===== src/rtl/imem_arb_pkg.sv =====
// Shared types and defaults for the instruction-memory port arbiter.
// State encoding, requester ids and default parameter values.
package imem_arb_pkg;

  typedef enum logic [1:0] {
    IDLE      = 2'd0,
    FETCH_RUN = 2'd1,
    DBG_RUN   = 2'd2
  } arb_state_e;

  typedef enum logic [1:0] {
    REQ_NONE  = 2'd0,
    REQ_FETCH = 2'd1,
    REQ_DBG   = 2'd2
  } req_id_e;

  localparam int              DEF_ADDR_WIDTH      = 32;
  localparam int              DEF_DATA_WIDTH      = 32;
  localparam longint unsigned DEF_MEM_BYTES       = 64'd1 << 20;
  localparam int              DEF_FETCH_BURST_MAX = 4;

endpackage


===== src/rtl/imem_resp_reg.sv =====
// Per-requester response register: rvalid/rdata/err with load enable.
// Ports: clk, rst_n, load, data_in, err_in -> rvalid, rdata, err.
module imem_resp_reg #(
  parameter int DATA_WIDTH = 32
) (
  input  logic                  clk,
  input  logic                  rst_n,
  input  logic                  load,
  input  logic [DATA_WIDTH-1:0] data_in,
  input  logic                  err_in,
  output logic                  rvalid,
  output logic [DATA_WIDTH-1:0] rdata,
  output logic                  err
);

  logic                  rvalid_d, rvalid_q;
  logic [DATA_WIDTH-1:0] rdata_d, rdata_q;
  logic                  err_d, err_q;

  // rvalid pulses only on the cycle after a load; data/err hold otherwise
  always_comb begin
    rvalid_d = load;
    rdata_d  = rdata_q;
    err_d    = err_q;
    if (load) begin
      rdata_d = data_in;
      err_d   = err_in;
    end
  end

  always_ff @(posedge clk or negedge rst_n) begin
    if (!rst_n) begin
      rvalid_q <= 1'b0;
      rdata_q  <= '0;
      err_q    <= 1'b0;
    end else begin
      rvalid_q <= rvalid_d;
      rdata_q  <= rdata_d;
      err_q    <= err_d;
    end
  end

  assign rvalid = rvalid_q;
  assign rdata  = rdata_q;
  assign err    = err_q;

endmodule


===== src/rtl/imem_port_arbiter.sv =====
// Arbitrates the imem read port between fetch and debug requesters.
// Ports: fetch_*/dbg_* req/addr/gnt/rvalid/rdata/err, mem_addr, mem_rdata.
module imem_port_arbiter
  import imem_arb_pkg::*;
#(
  parameter int              ADDR_WIDTH      = DEF_ADDR_WIDTH,
  parameter int              DATA_WIDTH      = DEF_DATA_WIDTH,
  parameter longint unsigned MEM_BYTES       = DEF_MEM_BYTES,
  parameter int              FETCH_BURST_MAX = DEF_FETCH_BURST_MAX
) (
  input  logic                  clk,
  input  logic                  rst_n,
  input  logic                  fetch_req,
  input  logic [ADDR_WIDTH-1:0] fetch_addr,
  output logic                  fetch_gnt,
  output logic                  fetch_rvalid,
  output logic [DATA_WIDTH-1:0] fetch_rdata,
  output logic                  fetch_err,
  input  logic                  dbg_req,
  input  logic [ADDR_WIDTH-1:0] dbg_addr,
  output logic                  dbg_gnt,
  output logic                  dbg_rvalid,
  output logic [DATA_WIDTH-1:0] dbg_rdata,
  output logic                  dbg_err,
  output logic [ADDR_WIDTH-1:0] mem_addr,
  input  logic [DATA_WIDTH-1:0] mem_rdata
);

  localparam int CW = $clog2(FETCH_BURST_MAX + 1);
  localparam logic [CW-1:0] FMAX = CW'(FETCH_BURST_MAX);

  arb_state_e            state_q;
  logic [CW-1:0]         fcnt_d, fcnt_q;
  req_id_e               win;
  logic                  gnt_f, gnt_d;
  logic [ADDR_WIDTH-1:0] gaddr;
  logic                  addr_err;
  logic [DATA_WIDTH-1:0] cap_data;
  logic                  f_rv, d_rv;

  // Debug wins when fetch is idle or has used up its burst
  always_comb begin
    gnt_d = rst_n & dbg_req & (~fetch_req | (fcnt_q == FMAX));
    gnt_f = rst_n & fetch_req & ~gnt_d;
    win   = REQ_NONE;
    unique case (1'b1)
      gnt_f:   win = REQ_FETCH;
      gnt_d:   win = REQ_DBG;
      default: win = REQ_NONE;
    endcase
  end

  always_comb begin
    gaddr = '0;
    unique case (win)
      REQ_FETCH: gaddr = fetch_addr;
      REQ_DBG:   gaddr = dbg_addr;
      default:   gaddr = '0;
    endcase
  end

  assign mem_addr = {gaddr[ADDR_WIDTH-1:2], 2'b00};

  always_comb begin
    addr_err = (gaddr[1:0] != 2'b00) || (64'(gaddr) >= MEM_BYTES);
    cap_data = addr_err ? '0 : mem_rdata;
  end

  // Burst counter only runs while debug is actually waiting
  always_comb begin
    fcnt_d = fcnt_q;
    if (!dbg_req || gnt_d) begin
      fcnt_d = '0;
    end else if (gnt_f && (fcnt_q != FMAX)) begin
      fcnt_d = fcnt_q + CW'(1);
    end
  end

  always_ff @(posedge clk or negedge rst_n) begin
    if (!rst_n) begin
      fcnt_q <= '0;
    end else begin
      fcnt_q <= fcnt_d;
    end
  end

  always_ff @(posedge clk or negedge rst_n) begin
    if (!rst_n) begin
      state_q <= IDLE;
    end else begin
      unique case (win)
        REQ_FETCH: state_q <= FETCH_RUN;
        REQ_DBG:   state_q <= DBG_RUN;
        default:   state_q <= IDLE;
      endcase
    end
  end

  imem_resp_reg #(.DATA_WIDTH(DATA_WIDTH)) u_fetch_resp (
    .clk     (clk),
    .rst_n   (rst_n),
    .load    (gnt_f),
    .data_in (cap_data),
    .err_in  (addr_err),
    .rvalid  (f_rv),
    .rdata   (fetch_rdata),
    .err     (fetch_err)
  );

  imem_resp_reg #(.DATA_WIDTH(DATA_WIDTH)) u_dbg_resp (
    .clk     (clk),
    .rst_n   (rst_n),
    .load    (gnt_d),
    .data_in (cap_data),
    .err_in  (addr_err),
    .rvalid  (d_rv),
    .rdata   (dbg_rdata),
    .err     (dbg_err)
  );

  // Last-cycle winner state and per-port valid agree by construction
  assign fetch_gnt    = gnt_f;
  assign dbg_gnt      = gnt_d;
  assign fetch_rvalid = f_rv & (state_q == FETCH_RUN);
  assign dbg_rvalid   = d_rv & (state_q == DBG_RUN);

endmodule


===== config.mk =====
export PLATFORM = sky130hd
export DESIGN_NAME = imem_port_arbiter
export DESIGN_NICKNAME = d
export VERILOG_FILES = /design/src/rtl/imem_arb_pkg.sv /design/src/rtl/imem_resp_reg.sv /design/src/rtl/imem_port_arbiter.sv
export SDC_FILE = /design/constraint.sdc
export NUM_CORES = 1
export LEC_CHECK = 0
export CAP_MARGIN = 20
export CELL_PAD_IN_SITES_DETAIL_PLACEMENT = 1
export CELL_PAD_IN_SITES_GLOBAL_PLACEMENT = 2
export CORE_MARGIN = 5
export CORE_UTILIZATION = 21
export CTS_CLUSTER_DIAMETER = 150
export DETAILED_ROUTE_END_ITERATION = 7
export PLACE_DENSITY = 0.89
export SLEW_MARGIN = 40
export SYNTH_ARGS = -nofsm -noshare
export SYNTH_HDL_FRONTEND = slang
export SYNTH_SLANG_ARGS = --single-unit
export TNS_END_PERCENT = 10

===== constraint.sdc =====
create_clock -name clk -period 2.9 [get_ports clk]
set_input_delay 0.58 -clock clk [delete_from_list [all_inputs] [get_ports clk]]
set_output_delay 0.58 -clock clk [all_outputs]
set_load 0.05 [all_outputs]

==> metrics.cfg <==
[detailed_routing]
route.detailed.wl_per_inst_microns = 18.46
ant_nets = 0
routed_via_density = 4.522
drc = 0
wirelength_microns = 14400
first_pass_iters = 4
drt_iter0_drc = 165
vias = 3527

[job]
cap_violations = 0

[pwr]
peakVddDrop_mv = 0.2563
p_leak_nw = 2.609
power_density_nw_per_um2 = 525.6

[timing]
tns_ps = 0
slew_headroom = 0.6269
fmax_ghz = 0.3616
min_period_over_period = 0.9536
maxSlewViolCount = 0
setup_ws_ps = 134.6
finalHoldViolCount = 0
fin_crit_ps = 2765
setup_viol = 0
finClkSkew_ps = 12.07
rsz0062_at_grt = false
tightest_slew_ps = 557.9

[cts]
worstSkewPairLatency_ps = 330
cts.sinks = 72
cts_tree = done
root_buffer = clkbuf_16
clockBufferDepth = 2
clk_pin_slew_ps = 60
ctsHtreeMaxLevel = 3
cts_buffers = 9

[layout]
design_area_sq_um = 6415
fin_util = 0.3868
drive_above_1_share = 0.2018
area_delta_synth_final_pct = 80.53
fill_cells = 1852
antenna_cells = 0
instances_no_fill = 780
nets = 657

[global_route]
antenna_found_initial = 0
grt_pass1_wl_microns = 22670
grt_max_degree = 55
grt_pass1_vias = 4031
grt_use_total = 0.1454
gr-total-overflow = 0

[yosys]
synthTopCellsByArea = dfrtp_1 51%, nand2_1 10%, o21ai_2 9.9%
syn_avg_cell_area_sq_um = 9.762
synthAdderAreaFrac = 0.007042
ys_ff_latch = 72
yosysTopAreaCellShare = 0.5070
synth_compound_area_frac = 0.2239
synth_simple_gate_area_frac = 0.1901
netlist-cell-type-count = 32
synth_top_family_by_area = compound AO/OA/AOI/OAI gates
yosysSeqAreaShare = 0.5070
postSynthCellCount = 364
syn-cell-area_sq_um = 3553
synthMuxAreaShare = 0.006338
ys.warnings.count = 0
synth_xor_area_frac = 0
yosys.area.top_type = dfrtp_1

[worst_setup_path]
cp.arrival_ps = 2190
crit_path_end_kind = primary output
start_kind = input port
worstRegToRegCells = 8
critPathKind = input port to primary output
cp_data_required_time_ps = 2320
critPathMaxFanout = 46

[place]
gp_congestion = 0.7704
dpl.hpwl_microns = 11320
dpl_cell_area_sq_um = 6085
dp_cells = 764
place_ws_ps = 100.4
io_buffers = 199

[worst_hold_path]
worstHoldPathType = input port to async pin

[die]
die_area_sq_um = 19620
die_w_microns = 140.1
io_pins = 202
row_count = 47
die_h_microns = 140.1
core_area_sq_um = 16580
initial_core_util = 0.2143

[outcome]
status = finished, final reports clean

-- Yosys cell counts, drive strengths merged --
library cell,number
nand2,99
dfrtp,72
o21ai,64
nand3,35
a22o,30
buf,18
clkbuf,14
inv,6
nor4,5
and2,2
ha,2
mux2,2
o22ai,2
or4,2
a21bo,1
and3,1
and3b,1
conb,1
nor2,1
nor2b,1
nor3b,1
o2111ai,1
o21a,1
o221ai,1
o22a,1
-- cell families (layout without fill, tap and decap cells) --
group,Yosys count,after routing
and+or+nand+nor,148,148
DFF,72,72
buffers and inverters,38,233
AOI/OAI and AO/OA,101,101
other,1,2
adders and majority gates,2,2
muxes,2,2
-- final timing paths --
| kind | startpoint | to | slack [ps] |
|---|---|---|---|
| min reg2reg | u_fetch_resp.rdata[10] | u_fetch_resp.rdata[10] | 480 |
| max in group asynchronous | rst_n | u_dbg_resp.rdata[16] | 2130 |
| min | rst_n | fcnt_q[2] | 340 |
| min in group clk | u_fetch_resp.rdata[10] | u_fetch_resp.rdata[10] | 480 |
| max | fetch_req | mem_addr[10] | 130 |
| max reg2reg | fcnt_q[0] | u_dbg_resp.rdata[21] | 580 |
-- routing by layer --
layer,track usage,vias up,share of wire
li1,-,1647,-
met3,0.05521,10,0.085
met5,0,-,0
met1,0.1620,1719,0.39
met4,0.04233,0,0.013
met2,0.2583,151,0.51
-- where the power goes --
part | internal [mW] | switching, mW | total (mW)
clock network | 0.763 | 0.430 | 1.19
logic | 0.415 | 0.634 | 1.05
registers | 1.08 | 0.0488 | 1.13
total | 2.26 | 1.11 | 3.37
-- critical path: stages --
cell,delay (ps)
clkdlybuf4s50_1,500
a21bo_2,280
nand3_2,100
inv_2,50
buf_12,160
a22o_1,310
buf_12,170
-- metrics by stage --
| stage | total power [mW] | hold slack (ps) |
|---|---|---|
| 2_1_floorplan | 1.690 | 284.4 |
| 3_3_place_gp | 2.187 | 462.0 |
| 3_5_place_dp | 2.211 | 465.6 |
| 4_1_cts | 3.422 | 352.1 |
| 5_1_grt | 3.509 | 376.2 |
| 6_report | 3.372 | 336.4 |
-- final cells by class --
| type | count | area [sq um] | share of cell area |
|---|---|---|---|
| tap | 220 | 275.3 | 0.04291 |
| multi-input combinational | 255 | 1548 | 0.2413 |
| timing repair buffer | 211 | 2441 | 0.3805 |
| clock buffer | 13 | 280.3 | 0.04369 |
| sequential | 72 | 1802 | 0.2809 |
| clock inverter | 3 | 46.29 | 0.007217 |
| inverter | 6 | 22.52 | 0.003511 |
-- state kept, by name, summed over array words and instances, names as in the netlist --
signal              count
u_dbg_resp.rdata       32
u_dbg_resp.rvalid       1
u_fetch_resp.rdata     32
u_fetch_resp.err        1
fcnt_q                  3
state_q                 2
u_dbg_resp.err          1
-- cells in the final DEF (no fill, tap or decap), types with 3 or more instances in the layout --
cell type,count
clkbuf_8,4
o21ai_0,24
buf_12,35
nand2_1,99
nor4_1,3
nand3_1,33
o21ai_2,40
inv_1,4
dfrtp_1,72
clkbuf_16,9
a22o_1,30
clkdlybuf4s50_1,166
buf_4,9
-- timing repair --
action	4_1_cts	5_1_grt
resized for setup	0	1
hold buffers	0	0
hold endpoints to repair	0	0
setup endpoints to repair	0	1
setup buffers	0	0
Power figures use the tool's default switching activity.
